File: src/rtl/lcd_pkg.sv
// Shared types, init tables, default timing and the clear/home decoder for the LCD nibble controller.
package lcd_pkg;

   localparam int TIMER_W = 20;

   typedef enum logic [2:0] {
      PWR_WAIT  = 3'd0,
      INIT_NIB  = 3'd1,
      CMD_LOAD  = 3'd2,
      IDLE      = 3'd3,
      SETUP     = 3'd4,
      E_HIGH    = 3'd5,
      E_LOW_GAP = 3'd6,
      WAIT      = 3'd7
   } lcd_state_e;

   localparam logic [3:0] INIT_NIBBLES [0:3] = '{4'h3, 4'h3, 4'h3, 4'h2};
   localparam logic [7:0] INIT_CMDS    [0:3] = '{8'h28, 8'h06, 8'h0C, 8'h01};

   localparam int DEF_T_POWERON = 750000;
   localparam int DEF_T_INIT1   = 205000;
   localparam int DEF_T_INIT2   = 5000;
   localparam int DEF_T_CMD     = 2000;
   localparam int DEF_T_CLEAR   = 82000;
   localparam int DEF_T_AS      = 2;
   localparam int DEF_T_PW      = 12;
   localparam int DEF_T_NIB     = 50;

   // Clear display (0x01) and return home (0x02/0x03) need the long execution wait
   function automatic logic is_long_cmd(input logic rs, input logic [7:0] data);
      return !rs && (data[7:2] == 6'd0) && (data[1:0] != 2'd0);
   endfunction

endpackage

File: src/rtl/lcd_delay_timer.sv
// Loadable down-counter; done_o is high for the single cycle the count sits at zero after a load or reset.
module lcd_delay_timer
   import lcd_pkg::*;
#(
   parameter logic [TIMER_W-1:0] RESET_VAL = '0
) (
   input  logic               clk,
   input  logic               rst,
   input  logic               load_i,
   input  logic [TIMER_W-1:0] value_i,
   output logic               done_o
);

   logic [TIMER_W-1:0] count_q;
   logic               armed_q;

   always_ff @(posedge clk) begin
      if (rst) begin
         count_q <= RESET_VAL;
         armed_q <= 1'b1;
      end else if (load_i) begin
         count_q <= value_i;
         armed_q <= 1'b1;
      end else if (armed_q) begin
         if (count_q == '0) begin
            armed_q <= 1'b0;
         end else begin
            count_q <= count_q - 1'b1;
         end
      end
   end

   assign done_o = armed_q && (count_q == '0);

endmodule

File: src/rtl/lcd_nibble_ctrl.sv
// Spartan-3E character LCD driver: power-on init, then byte writes as two timed nibbles.
// Define LCD_CMD_FIFO_EN to insert a 4-entry {rs,data} FIFO in front of the state machine.
module lcd_nibble_ctrl
   import lcd_pkg::*;
#(
   parameter int T_POWERON = DEF_T_POWERON,
   parameter int T_INIT1   = DEF_T_INIT1,
   parameter int T_INIT2   = DEF_T_INIT2,
   parameter int T_CMD     = DEF_T_CMD,
   parameter int T_CLEAR   = DEF_T_CLEAR,
   parameter int T_AS      = DEF_T_AS,
   parameter int T_PW      = DEF_T_PW,
   parameter int T_NIB     = DEF_T_NIB
) (
   input  logic       clk,
   input  logic       rst,
   input  logic       cmd_valid,
   output logic       cmd_ready,
   input  logic       cmd_rs,
   input  logic [7:0] cmd_data,
   output logic       init_done,
   output logic       sf_e,
   output logic       e,
   output logic       rs,
   output logic       rw,
   output logic       d,
   output logic       c,
   output logic       b,
   output logic       a
);

   // Timer reload values are duration-1 because the load cycle is the first cycle of the state
   localparam logic [TIMER_W-1:0] LD_AS  = TIMER_W'(T_AS - 1);
   localparam logic [TIMER_W-1:0] LD_PW  = TIMER_W'(T_PW - 1);
   localparam logic [TIMER_W-1:0] LD_NIB = TIMER_W'(T_NIB - 1);

   lcd_state_e         state_q, state_d;
   logic               rs_q, rs_d;
   logic [7:0]         byte_q, byte_d;
   logic [3:0]         nib_q, nib_d;
   logic               lowHalf_q, lowHalf_d;
   logic               single_q, single_d;
   logic [1:0]         idx_q, idx_d;
   logic               initDone_q, initDone_d;
   logic               timerLoad, timerDone;
   logic [TIMER_W-1:0] timerVal, waitCycles;
   logic               srcValid, srcRs, take;
   logic [7:0]         srcData;

   assign take = (state_q == IDLE) && initDone_q && srcValid;

`ifdef LCD_CMD_FIFO_EN
   logic [8:0] fifoMem_q [0:3];
   logic [1:0] wrPtr_q, rdPtr_q;
   logic [2:0] fifoCount_q;
   logic       push, fifoFull;

   assign fifoFull  = (fifoCount_q == 3'd4);
   assign cmd_ready = !fifoFull;
   assign push      = cmd_valid && !fifoFull;
   assign srcValid  = (fifoCount_q != 3'd0);
   assign {srcRs, srcData} = fifoMem_q[rdPtr_q];

   always_ff @(posedge clk) begin
      if (rst) begin
         wrPtr_q     <= 2'd0;
         rdPtr_q     <= 2'd0;
         fifoCount_q <= 3'd0;
      end else begin
         if (push) wrPtr_q <= wrPtr_q + 2'd1;
         if (take) rdPtr_q <= rdPtr_q + 2'd1;
         if (push && !take) begin
            fifoCount_q <= fifoCount_q + 3'd1;
         end else if (take && !push) begin
            fifoCount_q <= fifoCount_q - 3'd1;
         end
      end
   end

   always_ff @(posedge clk) begin
      if (push) fifoMem_q[wrPtr_q] <= {cmd_rs, cmd_data};
   end
`else
   assign cmd_ready = (state_q == IDLE) && initDone_q;
   assign srcValid  = cmd_valid;
   assign srcRs     = cmd_rs;
   assign srcData   = cmd_data;
`endif

   always_comb begin
      waitCycles = TIMER_W'(T_CMD);
      if (single_q) begin
         case (idx_q)
            2'd0:    waitCycles = TIMER_W'(T_INIT1);
            2'd1:    waitCycles = TIMER_W'(T_INIT2);
            default: waitCycles = TIMER_W'(T_CMD);
         endcase
      end else if (is_long_cmd(rs_q, byte_q)) begin
         waitCycles = TIMER_W'(T_CLEAR);
      end
   end

   always_comb begin
      state_d    = state_q;
      rs_d       = rs_q;
      byte_d     = byte_q;
      nib_d      = nib_q;
      lowHalf_d  = lowHalf_q;
      single_d   = single_q;
      idx_d      = idx_q;
      initDone_d = initDone_q;
      timerLoad  = 1'b0;
      timerVal   = '0;
      case (state_q)
         PWR_WAIT: begin
            if (timerDone) begin
               idx_d   = 2'd0;
               state_d = INIT_NIB;
            end
         end
         INIT_NIB: begin
            rs_d      = 1'b0;
            nib_d     = INIT_NIBBLES[idx_q];
            single_d  = 1'b1;
            state_d   = SETUP;
            timerLoad = 1'b1;
            timerVal  = LD_AS;
         end
         CMD_LOAD: begin
            rs_d      = 1'b0;
            byte_d    = INIT_CMDS[idx_q];
            nib_d     = INIT_CMDS[idx_q][7:4];
            lowHalf_d = 1'b0;
            single_d  = 1'b0;
            state_d   = SETUP;
            timerLoad = 1'b1;
            timerVal  = LD_AS;
         end
         IDLE: begin
            if (take) begin
               rs_d      = srcRs;
               byte_d    = srcData;
               nib_d     = srcData[7:4];
               lowHalf_d = 1'b0;
               single_d  = 1'b0;
               state_d   = SETUP;
               timerLoad = 1'b1;
               timerVal  = LD_AS;
            end
         end
         SETUP: begin
            if (timerDone) begin
               state_d   = E_HIGH;
               timerLoad = 1'b1;
               timerVal  = LD_PW;
            end
         end
         E_HIGH: begin
            if (timerDone) begin
               state_d   = E_LOW_GAP;
               timerLoad = 1'b1;
               timerVal  = LD_NIB;
            end
         end
         E_LOW_GAP: begin
            if (timerDone) begin
               timerLoad = 1'b1;
               if (!single_q && !lowHalf_q) begin
                  lowHalf_d = 1'b1;
                  nib_d     = byte_q[3:0];
                  state_d   = SETUP;
                  timerVal  = LD_AS;
               end else begin
                  state_d   = WAIT;
                  timerVal  = waitCycles - 1'b1;
               end
            end
         end
         WAIT: begin
            // idx_q walks the nibble table first, then the byte table, before handing over to IDLE
            if (timerDone) begin
               if (single_q) begin
                  idx_d   = idx_q + 2'd1;
                  state_d = (idx_q == 2'd3) ? CMD_LOAD : INIT_NIB;
               end else if (!initDone_q) begin
                  idx_d = idx_q + 2'd1;
                  if (idx_q == 2'd3) begin
                     initDone_d = 1'b1;
                     state_d    = IDLE;
                  end else begin
                     state_d = CMD_LOAD;
                  end
               end else begin
                  state_d = IDLE;
               end
            end
         end
         default: state_d = PWR_WAIT;
      endcase
   end

   always_ff @(posedge clk) begin
      if (rst) begin
         state_q    <= PWR_WAIT;
         rs_q       <= 1'b0;
         byte_q     <= 8'h00;
         nib_q      <= 4'h0;
         lowHalf_q  <= 1'b0;
         single_q   <= 1'b0;
         idx_q      <= 2'd0;
         initDone_q <= 1'b0;
      end else begin
         state_q    <= state_d;
         rs_q       <= rs_d;
         byte_q     <= byte_d;
         nib_q      <= nib_d;
         lowHalf_q  <= lowHalf_d;
         single_q   <= single_d;
         idx_q      <= idx_d;
         initDone_q <= initDone_d;
      end
   end

   lcd_delay_timer #(
      .RESET_VAL(TIMER_W'(T_POWERON - 1))
   ) uTimer (
      .clk    (clk),
      .rst    (rst),
      .load_i (timerLoad),
      .value_i(timerVal),
      .done_o (timerDone)
   );

   assign e            = (state_q == E_HIGH);
   assign rs           = rs_q;
   assign rw           = 1'b0;
   assign sf_e         = 1'b1;
   assign {d, c, b, a} = nib_q;
   assign init_done    = initDone_q;

endmodule
File: config.mk
export PLATFORM = sky130hd
export DESIGN_NAME = lcd_nibble_ctrl
export DESIGN_NICKNAME = d
export VERILOG_FILES = /design/src/rtl/lcd_pkg.sv /design/src/rtl/lcd_delay_timer.sv /design/src/rtl/lcd_nibble_ctrl.sv
export SDC_FILE = /design/constraint.sdc
export NUM_CORES = 1
export LEC_CHECK = 0
export CAP_MARGIN = 20
export CELL_PAD_IN_SITES_DETAIL_PLACEMENT = 0
export CELL_PAD_IN_SITES_GLOBAL_PLACEMENT = 1
export CORE_ASPECT_RATIO = 1.75
export CORE_UTILIZATION = 43
export DETAILED_ROUTE_END_ITERATION = 6
export PLACE_DENSITY = 0.8
export SLEW_MARGIN = 20
export SYNTH_ARGS = -nofsm -noshare
export SYNTH_HDL_FRONTEND = slang
export SYNTH_SLANG_ARGS = --single-unit
File: constraint.sdc
create_clock -name clk -period 3 [get_ports clk]
set_input_delay 0.3 -clock clk [delete_from_list [all_inputs] [get_ports clk]]
set_output_delay 0.3 -clock clk [all_outputs]
set_load 0.01 [all_outputs]
==> results of run 1 <==
-- cell usage in the layout (no fill, tap or decap), types with 3 or more instances in the layout --
cell / n
dfxtp_1: 42
nor2_1: 41
nand2_1: 26
a21oi_1: 19
clkdlybuf4s50_1: 19
nor3_1: 18
nand3_1: 15
buf_4: 13
o21ai_0: 11
inv_1: 11
ha_1: 11
o21ai_1: 8
or3_1: 8
a211oi_1: 8
a22oi_1: 8
a31oi_1: 8
clkbuf_8: 8
nor4_1: 7
and3_1: 5
nor2b_1: 5
a21o_1: 5
a311oi_1: 5
nand4_1: 5
xor2_1: 4
xnor2_1: 4
and2_1: 3
nor3_2: 3
o21bai_1: 3
-- flip-flops by register name, indices dropped and copies added (netlist names) --
| name | flops |
|---|---|
| byte_q | 8 |
| idx_q | 2 |
| init_done | 1 |
| lowHalf_q | 1 |
| nib_q | 4 |
| rs | 1 |
| single_q | 1 |
| state_q | 3 |
| uTimer.armed_q | 1 |
| uTimer.count_q | 20 |
-- through the flow --
stage                     hold WS (ns)  power (W)  utilization (%)  setup slack, ns  cells
after floorplan                 0.4443  0.0007746                -           0.9222    340
after global placement          0.4479  0.0008343            49.66           0.5227    429
after detailed placement        0.4540  0.0008373            49.66           0.4370    429
after CTS                       0.4662   0.001277            51.52           0.4048    437
after global routing            0.4849   0.001325            51.52           0.2759    437
final                           0.4595   0.001267            51.52           0.3748    437
-- final cells by class --
class                      count  area share [%]
timing repair buffer          32           9.426
inverter                      11           1.352
multi-input combinational    266           54.88
clock buffer                   8           3.607
tap                           78           3.197
sequential                    42           27.54
-- logic make-up after synthesis --
| family | synth area share (%) |
|---|---|
| AND/OR/NAND/NOR | 30.76 |
| AO/OA/AOI/OAI | 24.29 |
| flip-flops | 31.70 |
| buffers and inverters | 5.141 |
| adder cells (fa/ha/maj) | 5.189 |
| XOR/XNOR | 2.641 |
| other | 0.2831 |
-- worst max-delay path by stage --
stage,endpoint,slack (ns),cells past startpoint
5_1_grt,uTimer.count_q[2],0.28,8
2_1_floorplan,uTimer.count_q[16],0.92,10
6_report,uTimer.count_q[2],0.37,8
4_1_cts,uTimer.count_q[2],0.40,8
3_5_place_dp,uTimer.count_q[2],0.44,6
3_3_place_gp,uTimer.count_q[2],0.52,8
-- where the power goes --
| part | leakage [nW] | switching, W | internal [W] |
|---|---|---|---|
| sequential | 0.341 | 0.0000457 | 0.000588 |
| combinational | 0.632 | 0.000108 | 0.0000855 |
| clock | 0.0575 | 0.000206 | 0.000233 |
| total | 1.03 | 0.000361 | 0.000906 |
-- worst max-delay path, stage by stage, from the launching register on --
cell and delay (ns):
dfxtp_1 0.37, inv_1 0.11, ha_1 0.14, nor2b_1 0.31
and4_4 0.33, a41oi_4 0.15, or2_1 0.49, nor3_1 0.47
a211oi_1 0.11
-- metal layers --
| metal | vias to the layer above | routed length [um] | global-route usage [%] |
|---|---|---|---|
| met2 | 85 | 4408 | 47.20 |
| met4 | 0 | 310 | 13.97 |
| met3 | 21 | 294 | 4.988 |
| li1 | 1284 | - | - |
| met5 | - | 0 | 0 |
| met1 | 1230 | 2876 | 28.90 |
==> summary.md, run 1 <==
| Metric | Value |
|---|---|
| Dpl cell area | `2943 um2` |
| Flops & latches, synth | `42` |
| Vias in the first global route | `approximately 2.5k` |
| GRT Util Overall | `a little over a quarter` |
| Setup TNS | `0 ns` |
| Maximum VDD drop | `0.0003108 V` |
| Reg-to-reg endpoint | `uTimer.count_q[2]` |
| Worst rel slew slack | `52.01%` |
| Sequential element share of the synthesized area | `31.70%` |
| Worst-Skew Late Latency | `0.30 ns` |
| Share of the synthesized area in the top cell type | `31.70%` |
| Tcrit/Tclk final | `between 80% and 90%` |
| Worst EP arrival | `2.80 ns` |
| Hold Path Sink | `nib_q[3]` |
| HP Class | `flip-flop to flip-flop` |
| Setup crit end kind | `flip-flop` |
| Asr flop ratio synth | `0%` |
| Core region area | `5926 um2` |
| Antenna Nets Post-Route | `0` |
| First-pass GRT wire length | `12,870 um` |
| Total area of sequential cells | `between 800 and 900 um2` |
| Top FF cell, synth | `dfxtp_1` |
| IO Pins | `22` |
| R2R depth | `8` |
| Initial antenna violation count | `0` |
| Root buf cell | `clkbuf_8` |
| Worst r2r src | `uTimer.count_q[0]` |
| Syn avg cell area | `7.802 um2` |
| Final setup viols | `0` |
| Final min period | `~2.6 ns` |
| H-tree depth | `2` |
| Clk_skew | `0.003380 ns` |
| Clk sinks | `42` |
| Worst-Margin Slew | `approximately 0.72 ns` |
| CTS hold repair buffers | `0` |
| Area contributors post-synth | `dfxtp_1 (32%), nor2_1 (5.8%), ha_1 (5.2%)` |
| Pin count of the biggest net entering global routing | `46` |
| Initial Util | `roughly 45%` |
| Yosys synthesis warning count | `0` |
| Die extent in x | `61.37 um` |
| Routed via count | `2,620` |
| Post-CTS Resized | `0` |
| R2R setup slack | `0.37 ns` |
| Lkg Pwr | `1.030 nW` |
| Routability cong. | `0.9399` |
| Top cells by count, synth | `dfxtp_1 (42), nor2_1 (41), nand2_1 (26)` |
| Count leader, synth | `dfxtp_1` |
| Critical Path Start Type | `flip-flop` |
| # diodes | `0` |
| DRC viols | `0` |
| RSZ-0062 raised after global routing | `no` |
| Post-CTS Setup Bufs | `0` |
| CP startpoint | `uTimer.count_q[0]` |
| Mean routed wirelength per cell | `about 18 um` |
| Area leader, netlist | `dfxtp_1` |
| CTS tree | `built` |
| Finished Cell Area | `3053 um2` |
| Critical Path Fanout Max | `16` |
| Clk slew on worst S/H paths | `0.08 ns` |
| Pins Over Slew Limit | `0` |
| Status | `complete, no violations` |
| Starting DRT DRC Count | `152` |
| Post-Route WL | `between 7000 and 8000 um` |
| Detail Placement HPWL | `approximately 5800 um` |
| Yosys cell types | `59` |
| Filler instances | `622` |
| Cell area after synthesis | `2653 um2` |
| Area of the multi-input gates | `between 1500 and 2000 um2` |
| DR pass1 iterations | `4` |
| Layout cell share with drive strength beyond 1 | `9.749%` |
| Final hold vios | `0` |
| Required @ worst endpoint | `3.17 ns` |
| Synth Net Count | `363` |
| Site Rows | `37` |
| Hold path start | `nib_q[3]` |
| Total gr overflow | `0` |
| PD cells | `414.9 nW/um2` |
| Highest Clock Rate | `380.9 MHz` |
| Mapped Cells | `340` |
| Area Overhead vs Synth | `15.09%` |
| Max-cap violations | `0` |
| EDFF count, synth | `0` |
| Chip height | `105.9 um` |
| CTS max path bufs | `2` |
| DR vias/cell | `between 5 and 6` |
| Die area | `between 6000 and 7000 um2` |
| Setup CP Type | `flip-flop to flip-flop` |
| Min-Delay Path Depth | `2` |
| # nets final | `~380` |
| Num CTS Buffers | `5` |
| Port bufs | `19` |
Note: power is estimated with default switching activity, not from simulation.
==> run 2: changes to the inputs <==
CORE_MARGIN = 1.5   (was unset)
==> run 2 against run 1 <==
  * Clock skew increased by 0.0022 ns
  * Clock power fell by 12%
  * Cell count rose by 0.46%
  * Global-route usage decreased by 1.8 points
  * Critical path depth up 1
  * Non-clock buffer count rose by 2
  * Critical path type unchanged
==> summary.md, run 2 (synthesis gave the netlist of run 1 again) <==
| Metric | Value |
|---|---|
| Root buf cell | `clkbuf_8` |
| Clk sinks | `42 (unchanged)` |
| Worst-Skew Late Latency | `0.31 ns (about the same)` |
| Die area | `6667 um2 (+2.6%)` |
| Die extent in x | `62.37 um (+1.6%)` |
| Worst rel slew slack | `43.32% (-8.7 points)` |
| Critical Path Fanout Max | `7 (-9)` |
| Starting DRT DRC Count | `150 (-1.3%)` |
| Global Route met1 Usage | `25.05% (-3.8 points)` |
| Required @ worst endpoint | `3.18 ns (about the same)` |
| Final hold vios | `0 (unchanged)` |
| Routability cong. | `0.9549 (+1.6%)` |
| Critical Path Start Type | `flip-flop` |
| GRT Util Overall | `25.02% (-1.8 points)` |
| Max reg flops | `20 (unchanged)` |
| Largest registers | `uTimer.count_q x20, byte_q x8, nib_q x4` |
| Clk slew on worst S/H paths | `0.09 ns (about the same)` |
| Port bufs | `19 (unchanged)` |
| Total gr overflow | `0 (unchanged)` |
| Comb pwr share | `15.9% (+0.6 points)` |
| H-tree depth | `2 (unchanged)` |
| Status | `complete, no violations` |
| Initial Util | `44.76% (unchanged)` |
| Mean routed wirelength per cell | `17.73 um (-1.8%)` |
| Setup TNS | `0 ns (unchanged)` |
| Post-CTS Setup Bufs | `0 (unchanged)` |
| Tcrit/Tclk final | `80.01% (-7.5 points)` |
| Area Overhead vs Synth | `14.91%` |
| CTS max path bufs | `2 (unchanged)` |
| DRC viols | `0 (unchanged)` |
| Clk_skew | `0.005610 ns (+0.002229 ns)` |
| Most crowded layer after global routing | `met2` |
| Global Route met2 Usage | `47.90% (+0.70 points)` |
| Pin count of the biggest net entering global routing | `22 (-52%)` |
| Final setup viols | `0 (unchanged)` |
| First-pass GRT wire length | `12,950 um (+0.65%)` |
| Layout cell share with drive strength beyond 1 | `10.25% (+0.50 points)` |
| Clock Power Share | `31.7% (-3.0 points)` |
| Vias in the first global route | `2,577 (+2.2%)` |
| Commonest non-fill, non-tap cell in the layout | `dfxtp_1` |
| Net Sw Power | `0.0003756 W (+4.2%)` |
| Setup crit end kind | `flip-flop` |
| RSZ-0062 raised after global routing | `no` |
| Final core utilization | `51.44% (-0.084 points)` |
| CTS hold repair buffers | `0 (unchanged)` |
| Internal power component | `0.0008387 W (-7.4%)` |
| DR pass1 iterations | `4 (unchanged)` |
| Post-CTS Resized | `0 (unchanged)` |
| Antenna Nets Post-Route | `0 (unchanged)` |
| Setup CP Type | `flip-flop to flip-flop` |
| Lkg Pwr | `1.026 nW (-0.37%)` |
| Chip height | `106.9 um (+0.94%)` |
| Filler instances | `631 (+1.4%)` |
| Max-cap violations | `0 (unchanged)` |
| Initial antenna violation count | `0 (unchanged)` |
| Biggest register | `uTimer.count_q` |
| Routed via count | `2,573 (-1.8%)` |
| Num CTS Buffers | `5 (unchanged)` |
| Pins Over Slew Limit | `0 (unchanged)` |
| Highest Clock Rate | `416.6 MHz (+9.4%)` |
| Commonest cells after routing, fill and taps aside | `dfxtp_1 (42), nor2_1 (41), nand2_1 (26)` |
| Worst-Margin Slew | `0.8476 ns (+0.1292 ns)` |
| Final min period | `2.400 ns (-0.2249 ns)` |
| Post-Route WL | `7782 um (-1.4%)` |
| # nets final | `383 (+0.52%)` |
| # diodes | `0 (unchanged)` |
| Worst EP arrival | `2.58 ns (-0.22 ns)` |
| DR vias/cell | `5.861 (-2.2%)` |
| Sw frac | `30.93% (+2.5 points)` |
| CTS tree | `built` |
| Site Rows | `37 (unchanged)` |
| CP top delay family | `compound AO/OA/AOI/OAI gates` |
| Maximum VDD drop | `0.0003394 V (+9.2%)` |
| Crit path max-delay cell type | `dfxtp_1` |
| Core region area | `5926 um2 (unchanged)` |
| Critical Path Max Stage Delay | `0.46 ns (-0.03 ns)` |
| Worst path cell trace | `inv_1 > ha_1 > o21ai_0 > inv_1 > ha_1 > a31oi_1 > o21bai_1 > a211oi_1 > a311oi_1` |
| HP Class | `flip-flop to flip-flop` |
| IO Pins | `22 (unchanged)` |
| Met3 usage | `3.987% (-1.0 points)` |
| Detail Placement HPWL | `5916 um (+1.5%)` |
| PD cells | `398.4 nW/um2 (-4.0%)` |
| Sequential Power Share | `52.3% (+2.3 points)` |
| Critical path buffer and inverter count | `2 (+1)` |
[run 2: cell type report]
cell class	instances	area [um2]	area share [%]
inverter	11	41.29	1.355
timing repair buffer	34	302.8	9.934
tap	78	97.59	3.202
clock inverter	3	21.27	0.6979
multi-input combinational	266	1675	54.97
sequential	42	840.8	27.59
clock buffer	5	68.82	2.258
[run 2: metal layers]
metal	routed length, um	vias up
li1	-	1286
met1	2888	1183
met2	4205	79
met3	265	25
met4	422	0
met5	0	-
[run 2: power groups by stage]
stage	clock network (W)	registers (W)	logic, W
CTS	0.000395	0.000634	0.000193
global placement	0	0.000648	0.000193
global route	0.000412	0.000641	0.000216
floorplan	0	0.000628	0.000146
finish	0.000386	0.000636	0.000193
detailed placement	0	0.000647	0.000192
[run 2: path summary, 6_finish.rpt]
| kind | slack [ns] | startpoint | endpoint | cells past startpoint |
|---|---|---|---|---|
| max | 0.60 | idx_q[0] | uTimer.count_q[5] | 9 |
| min | 0.46 | nib_q[3] | nib_q[3] | 2 |
| max reg2reg | 0.60 | idx_q[0] | uTimer.count_q[5] | 9 |
| min reg2reg | 0.46 | nib_q[3] | nib_q[3] | 2 |
[run 2: stage by stage]
stage / setup slack, ns / power, W / instances / cell area, um2 / hold slack, ns
after floorplan: 0.9222 / 0.0007746 / 340 / 2653 / 0.4443
after global placement: 0.5284 / 0.0008404 / 431 / 2958 / 0.4476
after detailed placement: 0.5609 / 0.0008398 / 431 / 2958 / 0.4540
after CTS: 0.5408 / 0.001223 / 439 / 3048 / 0.4673
after global routing: 0.2853 / 0.001269 / 439 / 3048 / 0.4946
final: 0.5996 / 0.001214 / 439 / 3048 / 0.4614
[run 2: worst reg2reg max path: cells and delay by family, from the launching register on]
kind            cells  cell delay [ns]
buf+inv             2             0.24
flops               1             0.46
fa+ha+maj           2             0.52
compound gates      5             1.06
